### src/rtl/life_stepper_pkg.sv
// Shared board geometry, word/address types and FSM encoding for the Life stepper.
package life_stepper_pkg;
    localparam int BOARD_SIZE        = 256;
    localparam int WORD_SIZE         = 32;
    localparam int LOG_BOARD_SIZE    = $clog2(BOARD_SIZE);
    localparam int LOG_WORD_SIZE     = $clog2(WORD_SIZE);
    localparam int WORDS_PER_ROW     = BOARD_SIZE / WORD_SIZE;
    localparam int LOG_WORDS_PER_ROW = LOG_BOARD_SIZE - LOG_WORD_SIZE;
    localparam int LOG_MAX_ADDR      = LOG_BOARD_SIZE + LOG_WORDS_PER_ROW;
    localparam int PRELOAD_CYCLES    = 6;
    localparam int SWEEP_CYCLES      = 4;

    typedef logic [LOG_BOARD_SIZE-1:0]    pos_t;
    typedef logic [LOG_WORDS_PER_ROW-1:0] wx_t;
    typedef logic [LOG_MAX_ADDR-1:0]      addr_t;
    typedef logic [WORD_SIZE-1:0]         word_t;

    typedef enum logic { BANK_0, BANK_1 } bank_sel_t;

    typedef enum logic [1:0] { IDLE, PRELOAD, SWEEP, SWAP_WAIT } state_t;

    // Window slot that the word returning next cycle belongs to.
    typedef struct packed {
        logic       valid;
        logic [1:0] row;
        logic [1:0] col;
    } win_tgt_t;

    function automatic addr_t word_addr(input pos_t y, input wx_t wx);
        return {y, wx};
    endfunction
endpackage

### src/rtl/life_stepper_if.sv
// Board memory port pair: read from the display bank, write to the back bank.
interface life_stepper_if;
    import life_stepper_pkg::*;

    addr_t rd_addr_out;
    word_t rd_data_in;
    addr_t wr_addr_out;
    word_t wr_data_out;
    logic  wr_en_out;

    modport master (output rd_addr_out, wr_addr_out, wr_data_out, wr_en_out,
                    input  rd_data_in);
    modport slave  (input  rd_addr_out, wr_addr_out, wr_data_out, wr_en_out,
                    output rd_data_in);
endinterface

### src/rtl/life_stepper_word_next.sv
// Combinational next-generation word from a 3x3 window of words (up/mid/down, left/centre/right).
module life_word_next
    import life_stepper_pkg::*;
(
    input  word_t up_l_i, input word_t up_c_i, input word_t up_r_i,
    input  word_t md_l_i, input word_t md_c_i, input word_t md_r_i,
    input  word_t dn_l_i, input word_t dn_c_i, input word_t dn_r_i,
    output word_t next_o
);
    // Each row extended by one neighbour cell on each side; centre bit i sits at [i+1].
    logic [WORD_SIZE+1:0] up_x, md_x, dn_x;
    logic [3:0]           n;

    assign up_x = {up_l_i[0], up_c_i, up_r_i[WORD_SIZE-1]};
    assign md_x = {md_l_i[0], md_c_i, md_r_i[WORD_SIZE-1]};
    assign dn_x = {dn_l_i[0], dn_c_i, dn_r_i[WORD_SIZE-1]};

    always_comb begin
        next_o = '0;
        n      = '0;
        for (int i = 0; i < WORD_SIZE; i++) begin
            n = 4'(up_x[i]) + 4'(up_x[i+1]) + 4'(up_x[i+2])
              + 4'(md_x[i])                 + 4'(md_x[i+2])
              + 4'(dn_x[i]) + 4'(dn_x[i+1]) + 4'(dn_x[i+2]);
            next_o[i] = (n == 4'd3) | (md_x[i+1] & (n == 4'd2));
        end
    end
endmodule

### src/rtl/life_stepper.sv
// Sweeps the display bank word by word, writes the next generation to the back bank,
// and swaps banks only during the renderer's blank period.
module life_stepper
    import life_stepper_pkg::*;
(
    input  logic           clk_130mhz,
    input  logic           rst_n_in,
    input  logic           step_in,
    input  logic           frame_done_in,
    life_stepper_if.master mem,
    output logic           display_bank_out,
    output logic           busy_out,
    output logic [15:0]    gen_count_out
);
    state_t      state_q, state_d;
    pos_t        y_q, y_d;
    wx_t         wx_q, wx_d;
    logic [2:0]  ph_q, ph_d;
    win_tgt_t    tgt_q, tgt_d;
    bank_sel_t   bank_q;
    logic [15:0] gen_q;
    word_t       win_q [3][3];

    logic        rd_act, wr_act, swap;
    logic [1:0]  rd_row;
    wx_t         rd_wx;
    pos_t        rd_y;
    word_t       next_word;

    always_comb begin
        state_d = state_q;
        y_d     = y_q;
        wx_d    = wx_q;
        ph_d    = ph_q;
        tgt_d   = '0;
        rd_act  = 1'b0;
        rd_row  = '0;
        rd_wx   = '0;
        wr_act  = 1'b0;
        swap    = 1'b0;
        case (state_q)
            IDLE: if (step_in) begin
                state_d = PRELOAD;
                y_d     = '0;
                wx_d    = '0;
                ph_d    = '0;
            end
            PRELOAD: begin
                // Pairs of reads per row: wrapped left word (WPR-1), then word 0 as centre.
                rd_act = 1'b1;
                rd_row = ph_q[2:1];
                rd_wx  = ph_q[0] ? wx_t'(0) : wx_t'(WORDS_PER_ROW-1);
                tgt_d  = '{valid: 1'b1, row: ph_q[2:1], col: (ph_q[0] ? 2'd1 : 2'd0)};
                if (ph_q == 3'(PRELOAD_CYCLES-1)) begin
                    state_d = SWEEP;
                    ph_d    = '0;
                end else begin
                    ph_d = ph_q + 3'd1;
                end
            end
            SWEEP: begin
                if (ph_q == 3'(SWEEP_CYCLES-1)) begin
                    wr_act = 1'b1;
                    ph_d   = '0;
                    wx_d   = wx_q + wx_t'(1);
                    if (wx_q == wx_t'(WORDS_PER_ROW-1)) begin
                        if (y_q == pos_t'(BOARD_SIZE-1)) begin
                            state_d = SWAP_WAIT;
                        end else begin
                            y_d     = y_q + pos_t'(1);
                            state_d = PRELOAD;
                        end
                    end
                end else begin
                    rd_act = 1'b1;
                    rd_row = ph_q[1:0];
                    rd_wx  = wx_q + wx_t'(1);
                    tgt_d  = '{valid: 1'b1, row: ph_q[1:0], col: 2'd2};
                    ph_d   = ph_q + 3'd1;
                end
            end
            SWAP_WAIT: if (frame_done_in) begin
                swap    = 1'b1;
                state_d = IDLE;
            end
            default: state_d = IDLE;
        endcase
    end

    always_ff @(posedge clk_130mhz or negedge rst_n_in) begin
        if (!rst_n_in) begin
            state_q <= IDLE;
            y_q     <= '0;
            wx_q    <= '0;
            ph_q    <= '0;
            tgt_q   <= '0;
            bank_q  <= BANK_0;
            gen_q   <= '0;
        end else begin
            state_q <= state_d;
            y_q     <= y_d;
            wx_q    <= wx_d;
            ph_q    <= ph_d;
            tgt_q   <= tgt_d;
            if (swap) begin
                bank_q <= (bank_q == BANK_0) ? BANK_1 : BANK_0;
                gen_q  <= gen_q + 16'd1;
            end
        end
    end

    // On the write cycle the last right-column word is still on rd_data_in, so it is
    // shifted straight into the centre instead of being captured first.
    always_ff @(posedge clk_130mhz or negedge rst_n_in) begin
        if (!rst_n_in) begin
            for (int r = 0; r < 3; r++)
                for (int c = 0; c < 3; c++)
                    win_q[r][c] <= '0;
        end else if (wr_act) begin
            for (int r = 0; r < 3; r++) begin
                win_q[r][0] <= win_q[r][1];
                win_q[r][1] <= (r == 2) ? mem.rd_data_in : win_q[r][2];
            end
        end else if (tgt_q.valid) begin
            win_q[tgt_q.row][tgt_q.col] <= mem.rd_data_in;
        end
    end

    life_word_next u_next (
        .up_l_i (win_q[0][0]), .up_c_i (win_q[0][1]), .up_r_i (win_q[0][2]),
        .md_l_i (win_q[1][0]), .md_c_i (win_q[1][1]), .md_r_i (win_q[1][2]),
        .dn_l_i (win_q[2][0]), .dn_c_i (win_q[2][1]), .dn_r_i (mem.rd_data_in),
        .next_o (next_word)
    );

    assign rd_y             = y_q + pos_t'(rd_row) - pos_t'(1);
    assign mem.rd_addr_out  = rd_act ? word_addr(rd_y, rd_wx) : '0;
    assign mem.wr_en_out    = wr_act;
    assign mem.wr_addr_out  = wr_act ? word_addr(y_q, wx_q) : '0;
    assign mem.wr_data_out  = wr_act ? next_word : '0;
    assign display_bank_out = (bank_q == BANK_1);
    assign busy_out         = (state_q != IDLE);
    assign gen_count_out    = gen_q;
endmodule

### src/flat_wrapper.sv
// flat-port wrapper written by rule: the top's interface ports become plain ports
module life_stepper_flat import life_stepper_pkg::*;
  (clk_130mhz, rst_n_in, step_in, frame_done_in, display_bank_out, busy_out, gen_count_out, mem_rd_addr_out, mem_wr_addr_out, mem_wr_data_out, mem_wr_en_out, mem_rd_data_in);
  life_stepper_if mem_i ();
  input  logic clk_130mhz;
  input  logic rst_n_in;
  input  logic step_in;
  input  logic frame_done_in;
  output logic display_bank_out;
  output logic busy_out;
  output logic [15:0] gen_count_out;
  output wire logic [$bits(mem_i.rd_addr_out)-1:0] mem_rd_addr_out;
  output wire logic [$bits(mem_i.wr_addr_out)-1:0] mem_wr_addr_out;
  output wire logic [$bits(mem_i.wr_data_out)-1:0] mem_wr_data_out;
  output wire logic [$bits(mem_i.wr_en_out)-1:0] mem_wr_en_out;
  input wire logic [$bits(mem_i.rd_data_in)-1:0] mem_rd_data_in;
  assign mem_rd_addr_out = mem_i.rd_addr_out;
  assign mem_wr_addr_out = mem_i.wr_addr_out;
  assign mem_wr_data_out = mem_i.wr_data_out;
  assign mem_wr_en_out = mem_i.wr_en_out;
  assign mem_i.rd_data_in = mem_rd_data_in;
  life_stepper u_core (.clk_130mhz(clk_130mhz), .rst_n_in(rst_n_in), .step_in(step_in), .frame_done_in(frame_done_in), .mem(mem_i), .display_bank_out(display_bank_out), .busy_out(busy_out), .gen_count_out(gen_count_out));
endmodule
### config.mk
export PLATFORM = sky130hd
export DESIGN_NAME = life_stepper_flat
export DESIGN_NICKNAME = d
export VERILOG_FILES = /design/src/rtl/life_stepper_pkg.sv /design/src/rtl/life_stepper_if.sv /design/src/rtl/life_stepper_word_next.sv /design/src/rtl/life_stepper.sv /design/src/flat_wrapper.sv
export SDC_FILE = /design/constraint.sdc
export NUM_CORES = 1
export LEC_CHECK = 0
export CAP_MARGIN = 20
export CORE_MARGIN = 2
export CORE_UTILIZATION = 45
export CTS_CLUSTER_SIZE = 10
export DETAILED_ROUTE_END_ITERATION = 16
export HOLD_SLACK_MARGIN = 0.06
export MAX_ROUTING_LAYER = met4
export PLACE_DENSITY = 0.77
export SYNTH_ARGS = -nofsm -noshare
export SYNTH_HDL_FRONTEND = slang
export SYNTH_SLANG_ARGS = --single-unit
### constraint.sdc
create_clock -name clk_130mhz -period 3.51 [get_ports clk_130mhz]
set_clock_uncertainty 0.2 [all_clocks]
set_input_delay 0.5265 -clock clk_130mhz [delete_from_list [all_inputs] [get_ports clk_130mhz]]
set_output_delay 0.5265 -clock clk_130mhz [all_outputs]
set_load 0.02 [all_outputs]
==> impl_results.md, run 1 <==
- Status: complete, but fails checks
- Failing checks: negative setup slack
- Ys async rst share: 1.00
- Tightest Hold Check Type: reg2reg
- Layout fillers: 2,595
- Simple-gate share of the synthesized area: 0.0682
- Crit path required time: 2780 ps
- Post-Synth Adder-Cell Area: 0.279
- Vias per cell: 5.07
- TritonCTS Buffers: 25
- Synth Instances: 1,349
- Crit-path cells: inv_2, buf_6, fa_1, fa_1, fa_1, inv_2, ha_4, fa_2, o2111a_2, buf_6
- Remaining Overflow, GRT: 0
- WL/cell: between 15 and 20 um
- H-tree depth: 1
- Setup tns final: -24,290 ps
- Hold Path Cell Cnt: 2
- First DRT Iteration DRCs: 472
- Clk sinks: ~200
- Crit-path max FO: 2
- Top cells by area, synth: dfrtp_1 (34%), fa_1 (18%), ha_1 (10%)
- # setup viols final: 38
- Global Route Usage Sum: 0.211
- Crit path largest cell delay: 540 ps
- Register area: 5030 um^2
- Top cell type's share of synthesized area: 0.342
- CTS tree: yes
- FF-to-FF path depth: 9
- Vias in the first global route: 11,700
- Final worst setup slack: -823 ps
- 1st-pass router iterations: 4
- Gp weighted congestion: 0.848
- Clock latency on the worst-skew pair: 520 ps
- Routed Antenna Nets: 0
- Cell Pwr Density: 356 nW/um^2
- Via count: 10,700
- Pleak: 0.00899 uW
- Tmin final: roughly 4300 ps
- Core Box Area: approximately 32,000 um^2
- Startpoint Class: flip-flop
- Site row count: 66
- Critical path type: reg2out
- Main combinational cell family by area after synthesis: adder cells
- Worst-Margin Slew: 950 ps
- Clock-pin slew on the worst setup and hold paths: 60 ps
- Largest net degree at the start of global routing: 111
- Synth Area in Compound Gates: 0.0953
- FF-to-FF End: u_core.win_q[107]
- Area of the multi-input gates: 8950 um^2
- Chip height: 185 um
- Initial antenna violation count: 3
- Crit path top cell by count: fa_1
- Top Family by Delay on Critical Path: adder cells
- Fin. Hold Viols: 0
- Initial core utilization: 0.454
- Yosys cell types: 58
- Mapped Nets: 1,635
- Worst slack, placed: -1250 ps
- Hpwl dp: 24.7 mm
- Worst hold path endpoint: u_core.win_q[143]
- Worst slew margin: 0.364
- CTS Buffer Depth: 3
- Synthesis Warnings: 0
- CTS root buffer: clkbuf_16
- Routed WL: 33.8 mm
- Largest area contributor in the netlist: dfrtp_1
- Seq/Total Area, Yosys: 0.342
- DRC errors left: 0
- Final Cycle Share: 1.23
- Multiplexer share of the synthesized area: 0.121
- Top FF cell, synth: dfrtp_1
- #FFs+latches synth: 201
- Die area: between 30,000 and 40,000 um^2
- Worst vdd ir: about 340 uV
- # port buffers: ~110
- Worst Path Arrival: 3610 ps
- Reg2reg start: u_core.ph_q[0]
- Number of synthesized flops with an enable pin: 0
- Bufs and invs on worst path: 4
- Proportion of layout cells with a drive suffix above 1: 0.359
- Die X: 185 um
- Max Cap Viol: 0
- R2R setup slack: 550 ps
- Max Fclk: between 0.2 and 0.25 GHz
- Final Max Slew Viols: 0
- Synthesized area: 14,700 um^2
- Min-delay src: u_core.win_q[111]
- Area Overhead vs Synth: 29.7%
- RSZ-0062 raised after global routing: true
- Synth Area per Inst: 10.9 um^2
- CP Capture Type: primary output
- I/O pins: 109
- Xor-xnor portion of the synthesized cell area: 0.00953
- CP max-delay cell: fa_1
- Fin nets: 1,952
- First-pass GRT wire length: ~57 mm
-- area by class of cell --
class | count | share of cell area
Sequential cell | 201 | 0.264
Multi-Input combinational cell | 850 | 0.469
Tap cell | 442 | 0.0290
Clock inverter | 4 | 0.00144
Antenna cell | 3 | 0.000394
Clock buffer | 30 | 0.0338
Inverter | 256 | 0.0509
Timing Repair Buffer | 332 | 0.151
-- state kept, by name, summed over array words and instances, names as in the netlist --
| name | count |
|---|---|
| u_core.win_q | 163 |
| u_core.gen_count_out | 16 |
| u_core.y_q | 8 |
| u_core.tgt_q | 5 |
| u_core.ph_q | 3 |
| u_core.wx_q | 3 |
| u_core.state_q | 2 |
| u_core.display_bank_out | 1 |
-- cells in the final DEF (no fill, tap or decap), types with 39 or more instances in the layout --
| master | Yosys | routed |
|---|---|---|
| buf_4 | 5 | 217 |
| dfrtp_1 | 201 | 201 |
| inv_1 | 255 | 179 |
| fa_1 | 129 | 96 |
| nand2_1 | 94 | 92 |
| mux2_2 | 86 | 86 |
| ha_1 | 121 | 85 |
| inv_2 | 1 | 75 |
| mux2i_1 | 69 | 67 |
| clkdlybuf4s50_1 | 0 | 66 |
| o21ai_1 | 30 | 47 |
| o21ai_0 | 78 | 46 |
| nand3_1 | 41 | 39 |
| buf_6 | 13 | 39 |
-- worst register-to-register path, stage by stage (launching register included) --
cell and delay (ps):
dfrtp_1 380, ha_2 210, ha_4 170, buf_4 120, buf_4 160, nand2_4 210
inv_8 120, nor2_4 180, nand3_4 520, mux2_1 540
-- layer usage --
| layer | up-vias | GRT usage | wire, um |
|---|---|---|---|
| met1 | 5390 | 0.264 | 14600 |
| met3 | 57 | 0.0231 | 1070 |
| met5 | - | - | 0 |
| met2 | 154 | 0.367 | 17300 |
| li1 | 5127 | - | - |
| met4 | 0 | 0.0559 | 766 |
-- worst max-delay path by stage --
stage                                  start             endpoint  slack, ps  cells after the start
after detailed placement  mem_rd_data_in[31]   mem_wr_data_out[0]      -1250                     12
after global placement    mem_rd_data_in[31]   mem_wr_data_out[0]      -1180                     12
after global routing        u_core.win_q[33]   mem_wr_data_out[1]       -920                     10
final                       u_core.win_q[33]   mem_wr_data_out[1]       -820                     10
after floorplan               u_core.ph_q[0]  mem_rd_addr_out[10]        -70                     16
after CTS                   u_core.win_q[44]  mem_wr_data_out[13]       -860                      9
-- metrics by stage --
stage          hold WS (ps)   util  cells  instance area, um^2  total power (uW)
5_1_grt                 303  0.589   2118                19100              7260
3_5_place_dp            261  0.550   2055                17800              4460
4_1_cts                 277  0.581   2101                18800              6770
3_3_place_gp            252  0.550   2055                17800              4270
2_1_floorplan          30.9      -   1349                14900              3750
6_report                266  0.589   2118                19100              6790
-- power by group --
| group | switching, uW | internal [uW] | leakage [uW] | total [uW] |
|---|---|---|---|---|
| clock | 943 | 1280 | 0.000331 | 2220 |
| combinational | 1060 | 1020 | 0.00626 | 2090 |
| sequential | 59.4 | 2420 | 0.00240 | 2470 |
| total | 2070 | 4720 | 0.00899 | 6790 |
-- logic make-up (layout without fill, tap and decap cells) --
group | Yosys count | count (layout)
buffers and inverters | 298 | 622
adder cells (fa/ha/maj) | 250 | 250
AO/OA/AOI/OAI | 214 | 214
AND/OR/NAND/NOR | 204 | 204
flip-flops | 201 | 201
multiplexers | 166 | 166
XOR/XNOR | 16 | 16
other | 0 | 3
-- what timing repair did --
item | in CTS | in global routing
resized for setup | 279 | 39
hold buffers | 1 | 0
endpoints found under the setup margin | 40 | 44
setup buffers | 11 | 15
pin swaps | 74 | 37
hold endpoints to repair | 201 | 0
-- Yosys cell counts, types with 9 or more instances --
cell	number
mux2_1	11
nor2_1	23
buf_2	10
o21ai_0	78
fa_1	129
ha_1	121
o21ai_1	30
nand2_1	94
clkbuf_1	13
a21oi_1	37
dfrtp_1	201
inv_1	255
mux2_2	86
nor2b_1	9
nand3_1	41
o2111a_1	31
buf_6	13
mux2i_1	69
xnor2_1	9
Note: power is estimated with default switching activity, not from simulation.
==> run 2, diff against run 1 <==
--- a/config.mk
+++ b/config.mk
@@ -11,8 +11,7 @@
 export CTS_CLUSTER_SIZE = 10
 export DETAILED_ROUTE_END_ITERATION = 16
 export HOLD_SLACK_MARGIN = 0.06
-export MAX_ROUTING_LAYER = met4
-export PLACE_DENSITY = 0.77
+export PLACE_DENSITY = 0.71
 export SYNTH_ARGS = -nofsm -noshare
 export SYNTH_HDL_FRONTEND = slang
 export SYNTH_SLANG_ARGS = --single-unit
==> impl_results.md, run 2 (synthesized netlist as in run 1, its figures left out) <==
- Status: complete, but fails checks (unchanged)
- Failing checks: negative setup slack (unchanged)
- Crit path required time: 2780 ps (about the same)
- Crit-path max FO: 2 (unchanged)
- Gp weighted congestion: 0.832 (was 0.848)
- Vias per cell: 5.00 (was 5.07)
- Worst Path Arrival: 3620 ps (was 3610 ps)
- Fin. Hold Viols: 0 (unchanged)
- Fin nets: 1,955 (was 1,952)
- First DRT Iteration DRCs: 383 (was 472)
- CP max-delay cell: fa_1 (unchanged)
- Max reg flops: 163 (unchanged)
- Global Route Usage Sum: 0.200 (was 0.211)
- CTS root buffer: clkbuf_16 (unchanged)
- Site row count: 66 (unchanged)
- Chip height: 185 um (unchanged)
- Post-route cell area: 19,100 um^2 (about the same)
- Final Max Slew Viols: 0 (unchanged)
- 1st-pass router iterations: 4 (unchanged)
- Crit path top cell by count: fa_1 (unchanged)
- WHS: 271 ps (was 266 ps)
- Placed cell area: 17,800 um^2 (about the same)
- Final Cycle Share: 1.24 (was 1.23)
- Remaining Overflow, GRT: 0 (unchanged)
- CTS tree: yes (unchanged)
- Worst vdd ir: 306 uV (was 336 uV)
- Startpoint Class: flip-flop (unchanged)
- RSZ-0062 raised after global routing: true (unchanged)
- Area Overhead vs Synth: 30.2% (was 29.7%)
- H-tree depth: 1 (unchanged)
- Final worst setup slack: -833 ps (was -823 ps)
- Largest Register: u_core.win_q (unchanged)
- Worst slack, placed: -1240 ps (was -1250 ps)
- Via count: 10,600 (was 10,700)
- Critical path type: reg2out (unchanged)
- Power Total: 6800 uW (was 6790 uW)
- Tmin final: 4340 ps (was 4330 ps)
- Pleak: 0.00901 uW (was 0.00899 uW)
- Top Family by Delay on Critical Path: adder cells (unchanged)
- Vias in the first global route: 11,400 (was 11,700)
- Initial antenna violation count: 1 (was 3)
- I/O pins: 109 (unchanged)
- First-pass GRT wire length: 55.3 mm (was 56.8 mm)
- # setup viols final: 38 (unchanged)
- CP Capture Type: primary output (unchanged)
- Most frequent cells in the layout: buf_4 (221), dfrtp_1 (201), inv_1 (176) (was buf_4 (217), dfrtp_1 (201), inv_1 (179))
- Cell Pwr Density: 355 nW/um^2 (was 356 nW/um^2)
- Largest net degree at the start of global routing: 84 (was 111)
- Bufs and invs on worst path: 4 (unchanged)
- CTS Buffer Depth: 3 (unchanged)
- TritonCTS Buffers: 24 (was 25)
- Worst-Margin Slew: 727 ps (was 950 ps)
- Clock-pin slew on the worst setup and hold paths: 60 ps (about the same)
- Routed Antenna Nets: 0 (unchanged)
- Max Cap Viol: 0 (unchanged)
- DRC errors left: 0 (unchanged)
- Proportion of layout cells with a drive suffix above 1: 0.362 (was 0.359)
- Initial core utilization: 0.454 (unchanged)
- Die area: 34,100 um^2 (unchanged)
- Finished Core Util: 0.591 (was 0.589)
- Clock latency on the worst-skew pair: 510 ps (was 520 ps)
- Commonest non-fill, non-tap cell in the layout: buf_4 (unchanged)
- Worst slew margin: 0.515 (was 0.364)
- WL/cell: 15.5 um (was 15.9 um)
- Crit path largest cell delay: 550 ps (was 540 ps)
- Crit-path cells: inv_2, buf_6, fa_1, fa_1, fa_1, inv_1, ha_2, fa_2, o2111a_2, buf_6 (was inv_2, buf_6, fa_1, fa_1, fa_1, inv_2, ha_4, fa_2, o2111a_2, buf_6)
- # port buffers: 108 (unchanged)
- Clk sinks: 201 (unchanged)
- Die X: 185 um (unchanged)
- Routed WL: 32.8 mm (was 33.8 mm)
- Hpwl dp: 23.3 mm (was 24.7 mm)
- Tightest Hold Check Type: reg2reg (unchanged)
- Core Box Area: 32,400 um^2 (unchanged)
- Max Fclk: 0.230 GHz (was 0.231 GHz)
## run 2: cell count changes in the layout (fill, tap and decap cells not counted), moves of 3 or more
cell   previous run  this run
inv_2            75        78
ha_2             22        18
inv_1           179       176
ha_4             14        18
buf_4           217       221
## run 2: timing repair
item                                   in CTS  in global routing
resized for setup                         271                 58
setup endpoints to repair                  41                 41
pin swaps                                  66                 48
hold buffers                                1                  0
buffers inserted                           12                 19
endpoints found under the hold margin      42                  0
## run 2: through the flow
| step | instances | TNS (ps) |
|---|---|---|
| floorplan | 1349 | -1830 |
| global placement | 2053 | -22040 |
| detailed placement | 2053 | -23100 |
| CTS | 2097 | -24910 |
| global route | 2117 | -28160 |
| finish | 2117 | -23940 |
## run 2: area by class of cell
class | count | area [um^2]
Clock buffer | 30 | 644
Sequential cell | 201 | 5030
Tap cell | 442 | 553
Clock inverter | 1 | 30.0
Timing Repair Buffer | 336 | 2910
Multi-Input combinational cell | 850 | 9000
Inverter | 256 | 976
Fill cell | 2642 | 13200
Antenna cell | 1 | 2.50
## run 2: power by group
group          internal [uW]  switching (uW)
clock network           1340             900
logic                   1030            1060
registers               2420            57.4
total                   4790            2020
## run 2: per-layer routing
metal,up-vias,part of all wire,global-route usage
met5,-,0,0
met4,0,0.017,0.0476
met3,46,0.030,0.0251
met2,145,0.50,0.352
li1,5137,-,-
met1,5261,0.45,0.265
## run 2: final timing paths
kind                              startpoint                  to  slack, ps  cells past startpoint
max                         u_core.win_q[34]  mem_wr_data_out[2]       -830                     10
min                        u_core.win_q[117]   u_core.win_q[149]        270                      2
max reg2reg                   u_core.ph_q[1]    u_core.win_q[45]        510                     10
min reg2reg                u_core.win_q[117]   u_core.win_q[149]        270                      2
max in group asynchronous           rst_n_in       u_core.y_q[5]       1920                      3
min in group asynchronous           rst_n_in    u_core.win_q[57]        310                      2
## run 2: worst register-to-register path: cells and delay by family, from the launching register on
family / cells / cell delay [ps]
adder cells (fa/ha/maj): 2 / 380
AO/OA/AOI/OAI: 1 / 220
flip-flops: 1 / 390
buffers and inverters: 5 / 1080
AND/OR/NAND/NOR: 1 / 220
multiplexers: 1 / 390
==> run 3, diff against run 2 <==
--- a/config.mk
+++ b/config.mk
@@ -10,8 +10,10 @@
 export CORE_UTILIZATION = 45
 export CTS_CLUSTER_SIZE = 10
 export DETAILED_ROUTE_END_ITERATION = 16
+export GPL_TIMING_DRIVEN = 0
 export HOLD_SLACK_MARGIN = 0.06
 export PLACE_DENSITY = 0.71
+export SLEW_MARGIN = 40
 export SYNTH_ARGS = -nofsm -noshare
 export SYNTH_HDL_FRONTEND = slang
 export SYNTH_SLANG_ARGS = --single-unit
==> impl_results.md, run 3 (synthesized netlist as in run 1, its figures left out) <==
- Status: complete, but fails checks (unchanged)
- Failing checks: negative setup slack (unchanged)
- Clock-pin slew on the worst setup and hold paths: 60 ps (about the same)
- WL/cell: 16.3 um (was 15.5 um)
- Die X: 185 um (unchanged)
- 1st-pass router iterations: 5 (was 4)
- Chip height: 185 um (unchanged)
- DRC errors left: 0 (unchanged)
- Min-delay src: mem_rd_data_in[31] (was u_core.win_q[117])
- Max Fclk: 0.234 GHz (was 0.230 GHz)
- Initial antenna violation count: 0 (was 1)
- First-pass GRT wire length: 55.5 mm (was 55.3 mm)
- Fin nets: 1,864 (was 1,955)
- I/O pins: 109 (unchanged)
- Worst Setup SP: u_core.win_q[63] (was u_core.win_q[34])
- Setup tns final: -24,000 ps (was -23,940 ps)
- TritonCTS Buffers: 24 (unchanged)
- RSZ-0062 raised after global routing: true (unchanged)
- Clock latency on the worst-skew pair: 500 ps (was 510 ps)
- Power Total: 6560 uW (was 6800 uW)
- Layout fillers: 2,704 (was 2,642)
- Initial core utilization: 0.454 (unchanged)
- First DRT Iteration DRCs: 404 (was 383)
- Final Max Slew Viols: 0 (unchanged)
- Vias per cell: 5.13 (was 5.00)
- Largest Register: u_core.win_q (unchanged)
- Tightest Hold Check Type: in2reg (was reg2reg)
- Most frequent cells in the layout: dfrtp_1 (200), inv_1 (174), buf_4 (103) (was buf_4 (221), dfrtp_1 (201), inv_1 (176))
- Antenna cells: 0 (was 1)
- Via count: 10,400 (was 10,600)
- Area Overhead vs Synth: 24.9% (was 30.2%)
- Startpoint Class: flip-flop (unchanged)
- Vias in the first global route: 11,100 (was 11,400)
- CP Capture Type: primary output (unchanged)
- Fin. Hold Viols: 0 (unchanged)
- Largest net degree at the start of global routing: 75 (was 84)
- CTS tree: yes (unchanged)
- WHS: 203 ps (was 271 ps)
- Tmin final: 4280 ps (was 4340 ps)
- Placed Instances: 1,901 (was 2,053)
- CTS root buffer: clkbuf_16 (unchanged)
- Max reg flops: 163 (unchanged)
- Placed cell area: 16,600 um^2 (was 17,800 um^2)
- Core Box Area: 32,400 um^2 (unchanged)
- Remaining Overflow, GRT: 0 (unchanged)
- Crit path required time: 2780 ps (about the same)
- Commonest non-fill, non-tap cell in the layout: dfrtp_1 (was buf_4)
- Final Cycle Share: 1.22 (was 1.24)
- Post-route cell area: 18,400 um^2 (was 19,100 um^2)
- Die area: 34,100 um^2 (unchanged)
- Reg2reg start: u_core.ph_q[0] (was u_core.ph_q[1])
- Cell Pwr Density: 357 nW/um^2 (was 355 nW/um^2)
- Routed Antenna Nets: 0 (unchanged)
- Gp weighted congestion: 0.836 (was 0.832)
- Hpwl dp: 24.0 mm (was 23.3 mm)
- # setup viols final: 38 (unchanged)
- Worst vdd ir: 230 uV (was 306 uV)
- Final worst setup slack: -771 ps (was -833 ps)
- CTS Buffer Depth: 3 (unchanged)
- Worst slew margin: 0.564 (was 0.515)
- Site row count: 66 (unchanged)
- Proportion of layout cells with a drive suffix above 1: 0.317 (was 0.362)
- Worst-Margin Slew: 654 ps (was 727 ps)
- # port buffers: 108 (unchanged)
- Pleak: 0.00851 uW (was 0.00901 uW)
- Fin cells: 2,024 (was 2,117)
- Max Cap Viol: 0 (unchanged)
- Critical path type: reg2out (unchanged)
- Crit-path max FO: 2 (unchanged)
- Global Route Usage Sum: 0.201 (was 0.200)
- H-tree depth: 1 (unchanged)
- Routed WL: 33.1 mm (was 32.8 mm)
- Clk sinks: 201 (unchanged)
- Worst Path Arrival: 3550 ps (was 3620 ps)
[run 3: metal layers]
metal / wire length, um / track usage / up-vias
li1: - / - / 4935
met1: 14400 / 0.266 / 5249
met2: 16900 / 0.359 / 174
met3: 1300 / 0.0249 / 28
met4: 393 / 0.0356 / 0
met5: 0 / 0 / -
[run 3: final timing paths]
check	endpoint	slack, ps	cells after the start
hold / removal	u_core.win_q[223]	200	2
min in group asynchronous	u_core.win_q[57]	380	2
setup / recovery	mem_wr_data_out[31]	-770	9
max in group asynchronous	u_core.win_q[102]	1960	3
hold reg to reg	u_core.win_q[151]	270	2
setup reg to reg	u_core.win_q[42]	990	9
[run 3: critical path, cell delays in order, from the launching register on]
cell      delay [ps]
dfrtp_1          380
inv_2             60
fa_1             560
fa_1             440
fa_1             500
inv_1             50
ha_2             190
fa_2             520
o2111a_2         230
buf_6            120
[run 3: where the power goes]
part           leakage (uW)  total, uW  internal (uW)  switching (uW)
sequential          0.00240       2480           2420            63.4
combinational       0.00580       1920            906            1020
clock              0.000313       2160           1260             896
[run 3: stage by stage]
stage / setup slack [ps] / util
final: -771 / 0.567
after global routing: -878 / 0.567
after CTS: -820 / 0.555
after detailed placement: -1310 / 0.513
after global placement: -6770 / 0.512
after floorplan: -72.5 / -
[run 3: repair_timing]
| item | CTS | global route |
|---|---|---|
| gates resized for setup | 281 | 53 |
| hold buffers | 1 | 0 |
| setup endpoints to repair | 41 | 40 |
| hold endpoints to repair | 63 | 0 |
| pin swaps | 60 | 31 |
| setup buffers | 72 | 22 |
[run 3: area by class of cell]
| type | count | area [um^2] | share of cell area |
|---|---|---|---|
| Inverter | 256 | 961 | 0.0523 |
| Sequential cell | 201 | 5030 | 0.274 |
| Tap cell | 442 | 553 | 0.0301 |
| Multi-Input combinational cell | 850 | 8980 | 0.489 |
| Timing Repair Buffer | 205 | 1900 | 0.103 |
| Buffer | 40 | 287 | 0.0156 |
| Clock buffer | 29 | 641 | 0.0349 |
| Clock inverter | 1 | 7.51 | 0.000409 |
